### config.mk
export PLATFORM = sky130hd
export DESIGN_NAME = botones_leds_debounce
export DESIGN_NICKNAME = d
export VERILOG_FILES = /design/src/rtl/botones_leds_debounce_pkg.sv /design/src/rtl/botones_leds_debounce_boton_debounce.sv /design/src/rtl/botones_leds_debounce.sv
export SDC_FILE = /design/constraint.sdc
export NUM_CORES = 1
export LEC_CHECK = 0
export CAP_MARGIN = 20
export CORE_MARGIN = 4
export CORE_UTILIZATION = 60
export CTS_CLUSTER_DIAMETER = 60
export DETAILED_ROUTE_END_ITERATION = 8
export GPL_TIMING_DRIVEN = 0
export PLACE_DENSITY = 0.81
export RECOVER_POWER = 100
export SETUP_SLACK_MARGIN = 0.5
export SLEW_MARGIN = 20
export SYNTH_ARGS = -nofsm -noshare
export SYNTH_HDL_FRONTEND = slang
export SYNTH_SLANG_ARGS = --single-unit
### constraint.sdc
create_clock -name clk -period 2.2 [get_ports clk]
set_input_delay 0.66 -clock clk [delete_from_list [all_inputs] [get_ports clk]]
set_output_delay 0.66 -clock clk [all_outputs]
set_load 0.02 [all_outputs]
### src/rtl/botones_leds_debounce_pkg.sv
// Shared constants for the button debounce / LED driver slice.
// Buttons are active-low on the board: 0 means pressed.
package botones_leds_debounce_pkg;

   localparam int   NUM_BTN                 = 4;
   localparam int   DEFAULT_DEBOUNCE_CYCLES = 12000;
   localparam logic BTN_PRESSED             = 1'b0;
   localparam logic BTN_RELEASED            = 1'b1;

endpackage

### src/rtl/botones_leds_debounce_boton_debounce.sv
// One button: 2-FF synchronizer, debounce counter, stable level and press pulse.
// led_cmd_o is a toggle request with LED_TOGGLE_EN, otherwise the debounced pressed level.
module boton_debounce
   import botones_leds_debounce_pkg::*;
#(
   parameter int DEBOUNCE_CYCLES = DEFAULT_DEBOUNCE_CYCLES,
   parameter int CNT_W           = 16
) (
   input  logic clk,
   input  logic rstn,
   input  logic boton_i,
   output logic press_o,
   output logic led_cmd_o
);

   localparam logic [CNT_W-1:0] CNT_LAST = CNT_W'(DEBOUNCE_CYCLES - 1);

   logic             sync1_q, sync1_d;
   logic             sync2_q, sync2_d;
   logic             stable_q, stable_d;
   logic             stable_dly_q, stable_dly_d;
   logic             press_q, press_d;
   logic [CNT_W-1:0] cnt_q, cnt_d;

   always_comb begin
      sync1_d      = boton_i;
      sync2_d      = sync1_q;
      stable_d     = stable_q;
      stable_dly_d = stable_q;
      cnt_d        = cnt_q;
      // Bound check precedes increment, so the counter never wraps.
      if (sync2_q == stable_q) begin
         cnt_d = '0;
      end else if (cnt_q == CNT_LAST) begin
         stable_d = sync2_q;
         cnt_d    = '0;
      end else begin
         cnt_d = cnt_q + CNT_W'(1);
      end
      press_d = (stable_dly_q == BTN_RELEASED) && (stable_q == BTN_PRESSED);
   end

   always_ff @(posedge clk or negedge rstn) begin
      if (!rstn) begin
         sync1_q      <= BTN_RELEASED;
         sync2_q      <= BTN_RELEASED;
         stable_q     <= BTN_RELEASED;
         stable_dly_q <= BTN_RELEASED;
         cnt_q        <= '0;
         press_q      <= 1'b0;
      end else begin
         sync1_q      <= sync1_d;
         sync2_q      <= sync2_d;
         stable_q     <= stable_d;
         stable_dly_q <= stable_dly_d;
         cnt_q        <= cnt_d;
         press_q      <= press_d;
      end
   end

   assign press_o = press_q;

`ifdef LED_TOGGLE_EN
   assign led_cmd_o = press_d;
`else
   assign led_cmd_o = (stable_q == BTN_PRESSED);
`endif

endmodule

### src/rtl/botones_leds_debounce.sv
// Four debounced active-low buttons driving PRESS pulses and the board LEDs.
// Optional macro LED_TOGGLE_EN: LEDs toggle per press instead of mirroring the held state.
module botones_leds_debounce
   import botones_leds_debounce_pkg::*;
#(
   parameter int DEBOUNCE_CYCLES = DEFAULT_DEBOUNCE_CYCLES,
   parameter int CNT_W           = 16
) (
   input  logic clk,
   input  logic rstn,
   input  logic BOTON0,
   input  logic BOTON1,
   input  logic BOTON2,
   input  logic BOTON3,
   output logic LED0,
   output logic LED1,
   output logic LED2,
   output logic LED3,
   output logic PRESS0,
   output logic PRESS1,
   output logic PRESS2,
   output logic PRESS3
);

   logic [NUM_BTN-1:0] boton;
   logic [NUM_BTN-1:0] press;
   logic [NUM_BTN-1:0] led_cmd;
   logic [NUM_BTN-1:0] led_q, led_d;

   assign boton = {BOTON3, BOTON2, BOTON1, BOTON0};

   for (genvar i = 0; i < NUM_BTN; i++) begin : g_btn
      boton_debounce #(
         .DEBOUNCE_CYCLES(DEBOUNCE_CYCLES),
         .CNT_W          (CNT_W)
      ) u_btn (
         .clk      (clk),
         .rstn     (rstn),
         .boton_i  (boton[i]),
         .press_o  (press[i]),
         .led_cmd_o(led_cmd[i])
      );
   end

   always_comb begin
`ifdef LED_TOGGLE_EN
      led_d = led_q ^ led_cmd;
`else
      led_d = led_cmd;
`endif
   end

   always_ff @(posedge clk or negedge rstn) begin
      if (!rstn) begin
         led_q <= '0;
      end else begin
         led_q <= led_d;
      end
   end

   assign {LED3, LED2, LED1, LED0}         = led_q;
   assign {PRESS3, PRESS2, PRESS1, PRESS0} = press;

endmodule

# [After elaboration in Yosys (flattened, before gate mapping)]
# Index checks and enable logic that the tools add are counted.
[word_totals] reg_bits=88 latch_bits=0 mem_bits_rw=0 mem_bits_ro=0 input_bits=6 output_inout_bits=8 n_memories=0
[op_classes] n_addsub=4 mul=0 div_mod_pow=0 magnitude_cmp=0 n_eq_ne=8 shifts=0 muxes=8 bitwise_logic=8 n_reduce_logical=8
[op_table] operator="$mux 16" count=8
[op_table] operator="$add 16x1->16 const B" count=4
[op_table] operator="$eq 16x14->1 const B" count=4
[op_table] operator="$not 1->1" count=8
[op_table] operator="$reduce_and 2->1" count=4
[op_table] operator="$eq 1x1->1" count=4
[op_table] operator="$logic_and 1x1->1" count=4

# [Depth between registers and ports, before layout]
[logic_depth] ltp_word=3 mapped_depth=7 depth_no_buf=5

# [By module]
# From an unflattened synthesis, not the netlist that was laid out.
[hier_totals] cells_unflattened=368 hier_area_um2=3923.8
[by_module_without_submodules] mod="boton_debounce" n_inst=4 cells_per_inst=91 area_each_um2=955.9
[by_module_without_submodules] mod="botones_leds_debounce" n_inst=1 cells_per_inst=4 area_each_um2=100.1

# [Worst setup path before layout]
# No wires, ideal clock.
[synth_timing] path_kind="register to register" start="reg g_btn[2].u_btn.cnt_q[12]" end="reg g_btn[2].u_btn.cnt_q[10]" t_arrival_ps=1754 slack_ps=327 path_stages_with_launch=6 path_buffers=1 period_less_slack_ps=1873 cell_sequence="dfrtp_1 > or4b_1 > or4_4 > nand2_2 > buf_6 > nor2_1"
[synth_via] elab_chain_cells=3
[synth_lines] item="start, declared" line="botones_leds_debounce_boton_debounce.sv:23" rtl="logic [CNT_W-1:0] cnt_q, cnt_d;"
[synth_lines] item="start signal, assigned" line="botones_leds_debounce_boton_debounce.sv:56" rtl="cnt_q <= cnt_d;"
[synth_lines] item="$eq 16x14->1" line="botones_leds_debounce_boton_debounce.sv:34" rtl="end else if (cnt_q == CNT_LAST) begin"
[synth_lines] item="$mux 16" line="botones_leds_debounce_boton_debounce.sv:34"
[synth_lines] item="$mux 16" line="botones_leds_debounce_boton_debounce.sv:32" rtl="if (sync2_q == stable_q) begin"
[synth_lines] item="named net g_btn[2].u_btn.cnt_d[10]" line="botones_leds_debounce_boton_debounce.sv:23"
# The timed path passes the listed nets, and every way through them passes these cells.
# A chain may end at the register's enable or synchronous reset.

# [Final worst setup path]
[layout_timing] start="reg g_btn[1].u_btn.cnt_q[0]" end="reg g_btn[1].u_btn.cnt_q[5]"
[layout_via] elab_chain_cells=3 elab_cells_between_ends=4
[layout_lines] item="start, declared" line="botones_leds_debounce_boton_debounce.sv:23"
[layout_lines] item="start signal, assigned" line="botones_leds_debounce_boton_debounce.sv:56"
[layout_lines] item="$add 16x1->16 or $eq 16x14->1 (tied branches)" line="botones_leds_debounce_boton_debounce.sv:38, botones_leds_debounce_boton_debounce.sv:34"
[layout_lines] item="$mux 16 (*)" line="botones_leds_debounce_boton_debounce.sv:34"
[layout_lines] item="$mux 16 (*)" line="botones_leds_debounce_boton_debounce.sv:32"
[layout_lines] item="named net g_btn[1].u_btn.cnt_d[5]" line="botones_leds_debounce_boton_debounce.sv:23"
# The timed path passes the listed nets; every way through them passes the cells marked *.

==> flow_metrics.py <==
metrics = {
    "power": {
        "powerDensity_nw_per_um2": 634,
        "ir_drop_mv": 0.568,
        "p_total_uw": 3070,
        "leakage_uw": 0.00193,
    },
    "grt": {
        "grt_max_degree": 48,
        "grt_pass1_vias": 2902,
        "grt_pass1_wl_um": 13500,
        "gr-usage-all-layers_pct": 22.2,
        "gr-total-overflow": 0,
        "antenna_found_initial": 0,
    },
    "placed_design": {
        "gp_congestion": 0.890,
        "dpl.hpwl_um": 4580,
        "placement.io_buffers": 13,
        "dp_slack_ns": 0.227,
    },
    "finish": {
        "areaGrowthSynthToFinish_pct": 25.2,
        "layout_commonest_cell": "dfrtp_1",
        "final_cell_mix": "dfrtp_1, nor2_1, xnor2_1",
        "nets": 437,
        "num_antenna_cells": 0,
        "drive_gt1_share_pct": 24.1,
    },
    "sta": {
        "slew_headroom_pct": 33.4,
        "tns_ns": 0,
        "rsz0062_at_grt": "true",
        "finalMaxSlewViolations": 0,
        "period_share_pct": 88.6,
        "fmax_ghz": 0.513,
        "min_period_ns": 1.95,
        "finalHoldViolCount": 0,
        "fin_hold_ws_ns": 0.360,
        "setup_ws_ns": 0.250,
        "worstMarginPinSlew_ns": 0.999,
        "setup_viol": 0,
        "skew_ns": 0.0109,
    },
    "die": {
        "die_w_um": 88.4,
        "coreArea_um2": 6310,
        "die_height_um": 88.4,
        "dieArea_um2": 7810,
        "initial_core_util_pct": 61.4,
        "io_pins": 14,
        "rows": 29,
    },
    "logic_synthesis": {
        "ys.flop_type": "dfrtp_1",
        "syn-cell-area_um2": 3870,
        "async_reset_ff_share_pct": 100,
        "synthCells": 359,
        "synthDistinctLibCells": 34,
        "yosysWarnings": 0,
        "synth_fp_nets": 369,
        "avgSynthCellArea_um2": 10.8,
        "synth_edf_count": 0,
        "yosysTopAreaCellShare_pct": 46.5,
        "synthTopCellsByArea": "dfrtp_1, dfstp_2, xnor2_1, nor2_1, nor4_1",
        "ys_ff_latch": 88,
        "synth_seq_area_share_pct": 57.4,
        "synth_top_area_cell": "dfrtp_1",
    },
    "cts": {
        "worstSkewPairLatency_ns": 0.35,
        "cts_sinks": 88,
        "numCtsBuffers": 9,
        "clkSlewWorstSetupHoldPaths_ns": 0.08,
        "postCtsHoldBufs": 0,
        "htreeDepth": 3,
        "cts_tree": "yes",
        "clock-root-buffer": "clkbuf_8",
        "cts_buffer_depth": 2,
    },
    "routing": {
        "wl_per_cell_um": 16.9,
        "drt_wl_total_um": 8590,
        "viasPerCell": 5.78,
        "drtIter0Drc": 148,
        "route.detailed.drc": 0,
        "ant_nets": 0,
        "vias": 2940,
        "first_pass_iters": 5,
    },
    "critical_path": {
        "cp-start-kind": "register",
        "crit_type": "reg2reg",
        "cp.required_ns": 2.45,
        "path_max_fanout": 4,
        "critPathArrivalTime_ns": 2.19,
        "cp-end-kind": "register",
    },
    "outcome": {
        "status": "completed",
    },
    "run": {
        "drv_cap": 0,
    },
    "min_path": {
        "hold_path_class": "reg2reg",
    },
}
==> sequential cells by signal, summed over array words and instances, names as in the netlist <==
| signal | flops |
|---|---|
| g_btn.u_btn.cnt_q | 64 |
| g_btn.u_btn.press_o | 4 |
| g_btn.u_btn.stable_dly_d | 4 |
| g_btn.u_btn.stable_dly_q | 4 |
| g_btn.u_btn.sync1_q | 4 |
| g_btn.u_btn.sync2_q | 4 |
| led_q | 4 |
==> power breakdown <==
group	internal, µW	switching, µW
sequential	1650	21.7
combinational	78.9	96.8
clock	701	528
total	2430	647
==> critical path, cell delays in order, from the launching register on <==
cell             delay [ns]
dfrtp_1                0.39
ha_1                   0.23
nand4_1                0.21
o41ai_4                0.45
clkbuf_1               0.22
clkdlybuf4s25_1        0.31
nor2_2                 0.04
==> final cells by class <==
class / instances / area, µm²
Inverter: 12 / 45.0
Clock inverter: 3 / 65.1
Clock buffer: 13 / 159
Tap cell: 77 / 96.3
Sequential cell: 88 / 2230
Buffer: 7 / 73.8
Timing Repair Buffer: 57 / 503
Fill cell: 405 / 1470
Multi-Input combinational cell: 252 / 1680
==> timing repair <==
item / 4_1_cts / 5_1_grt
setup buffers: 27 / 12
pin swaps: 26 / 12
endpoints found under the setup margin: 70 / 71
cloned: 4 / 0
gates resized for setup: 56 / 48
==> routing by layer <==
layer / global-route usage, % / wire length (µm) / vias up
met5: 0 / 0 / -
met3: 5.77 / 448 / 32
met1: 27.2 / 3390 / 1442
li1: - / - / 1362
met4: 8.10 / 237 / 0
met2: 37.9 / 4510 / 104
==> synthesized netlist by cell type (all sizes together) (2+ instances only) <==
library cell	number
nor2b	4
or4b	2
and2	3
and3	2
nand3	19
nor3	13
nor2	66
or2	2
nor4	20
buf	3
nand4	19
xor2	13
xnor2	46
ha	4
mux2	3
clkbuf	4
dfstp	16
nand2	22
or4	4
and4	2
inv	12
dfrtp	72
==> worst paths after layout <==
kind                                                    from                                end  slack [ns]  cells after the start
min                         g_btn[3].u_btn.sync1_q$_DFF_PN1_   g_btn[3].u_btn.sync2_q$_DFF_PN1_        0.36                      0
max in group asynchronous                               rstn  g_btn[0].u_btn.cnt_q[5]$_DFF_PN0_        0.44                      2
max                        g_btn[1].u_btn.cnt_q[0]$_DFF_PN0_  g_btn[1].u_btn.cnt_q[5]$_DFF_PN0_        0.25                      6
max reg2reg                g_btn[1].u_btn.cnt_q[0]$_DFF_PN0_  g_btn[1].u_btn.cnt_q[5]$_DFF_PN0_        0.25                      6
min reg2reg                 g_btn[3].u_btn.sync1_q$_DFF_PN1_   g_btn[3].u_btn.sync2_q$_DFF_PN1_        0.36                      0
min in group asynchronous                               rstn  g_btn[3].u_btn.cnt_q[2]$_DFF_PN0_        0.47                      1
==> cell families (layout without fill, tap and decap cells) <==
| logic type | after synthesis | after routing | share of synthesized area, % |
|---|---|---|---|
| mux | 3 | 3 | 1.07 |
| fa+ha+maj | 4 | 4 | 1.29 |
| compound gates | 4 | 4 | 0.872 |
| simple gates | 182 | 182 | 23.7 |
| xor+xnor | 59 | 59 | 13.3 |
| flops | 88 | 88 | 57.4 |
| buf+inv | 19 | 92 | 2.33 |
==> metrics by stage <==
stage / instances / cell area (µm²) / utilization [%]
finish: 509 / 4850 / 76.8
global route: 509 / 4850 / 76.8
CTS: 497 / 4800 / 76.1
detailed placement: 450 / 4170 / 66.1
global placement: 449 / 4150 / 65.7
floorplan: 359 / 3920 / -
Note: power is estimated with default switching activity, not from simulation.
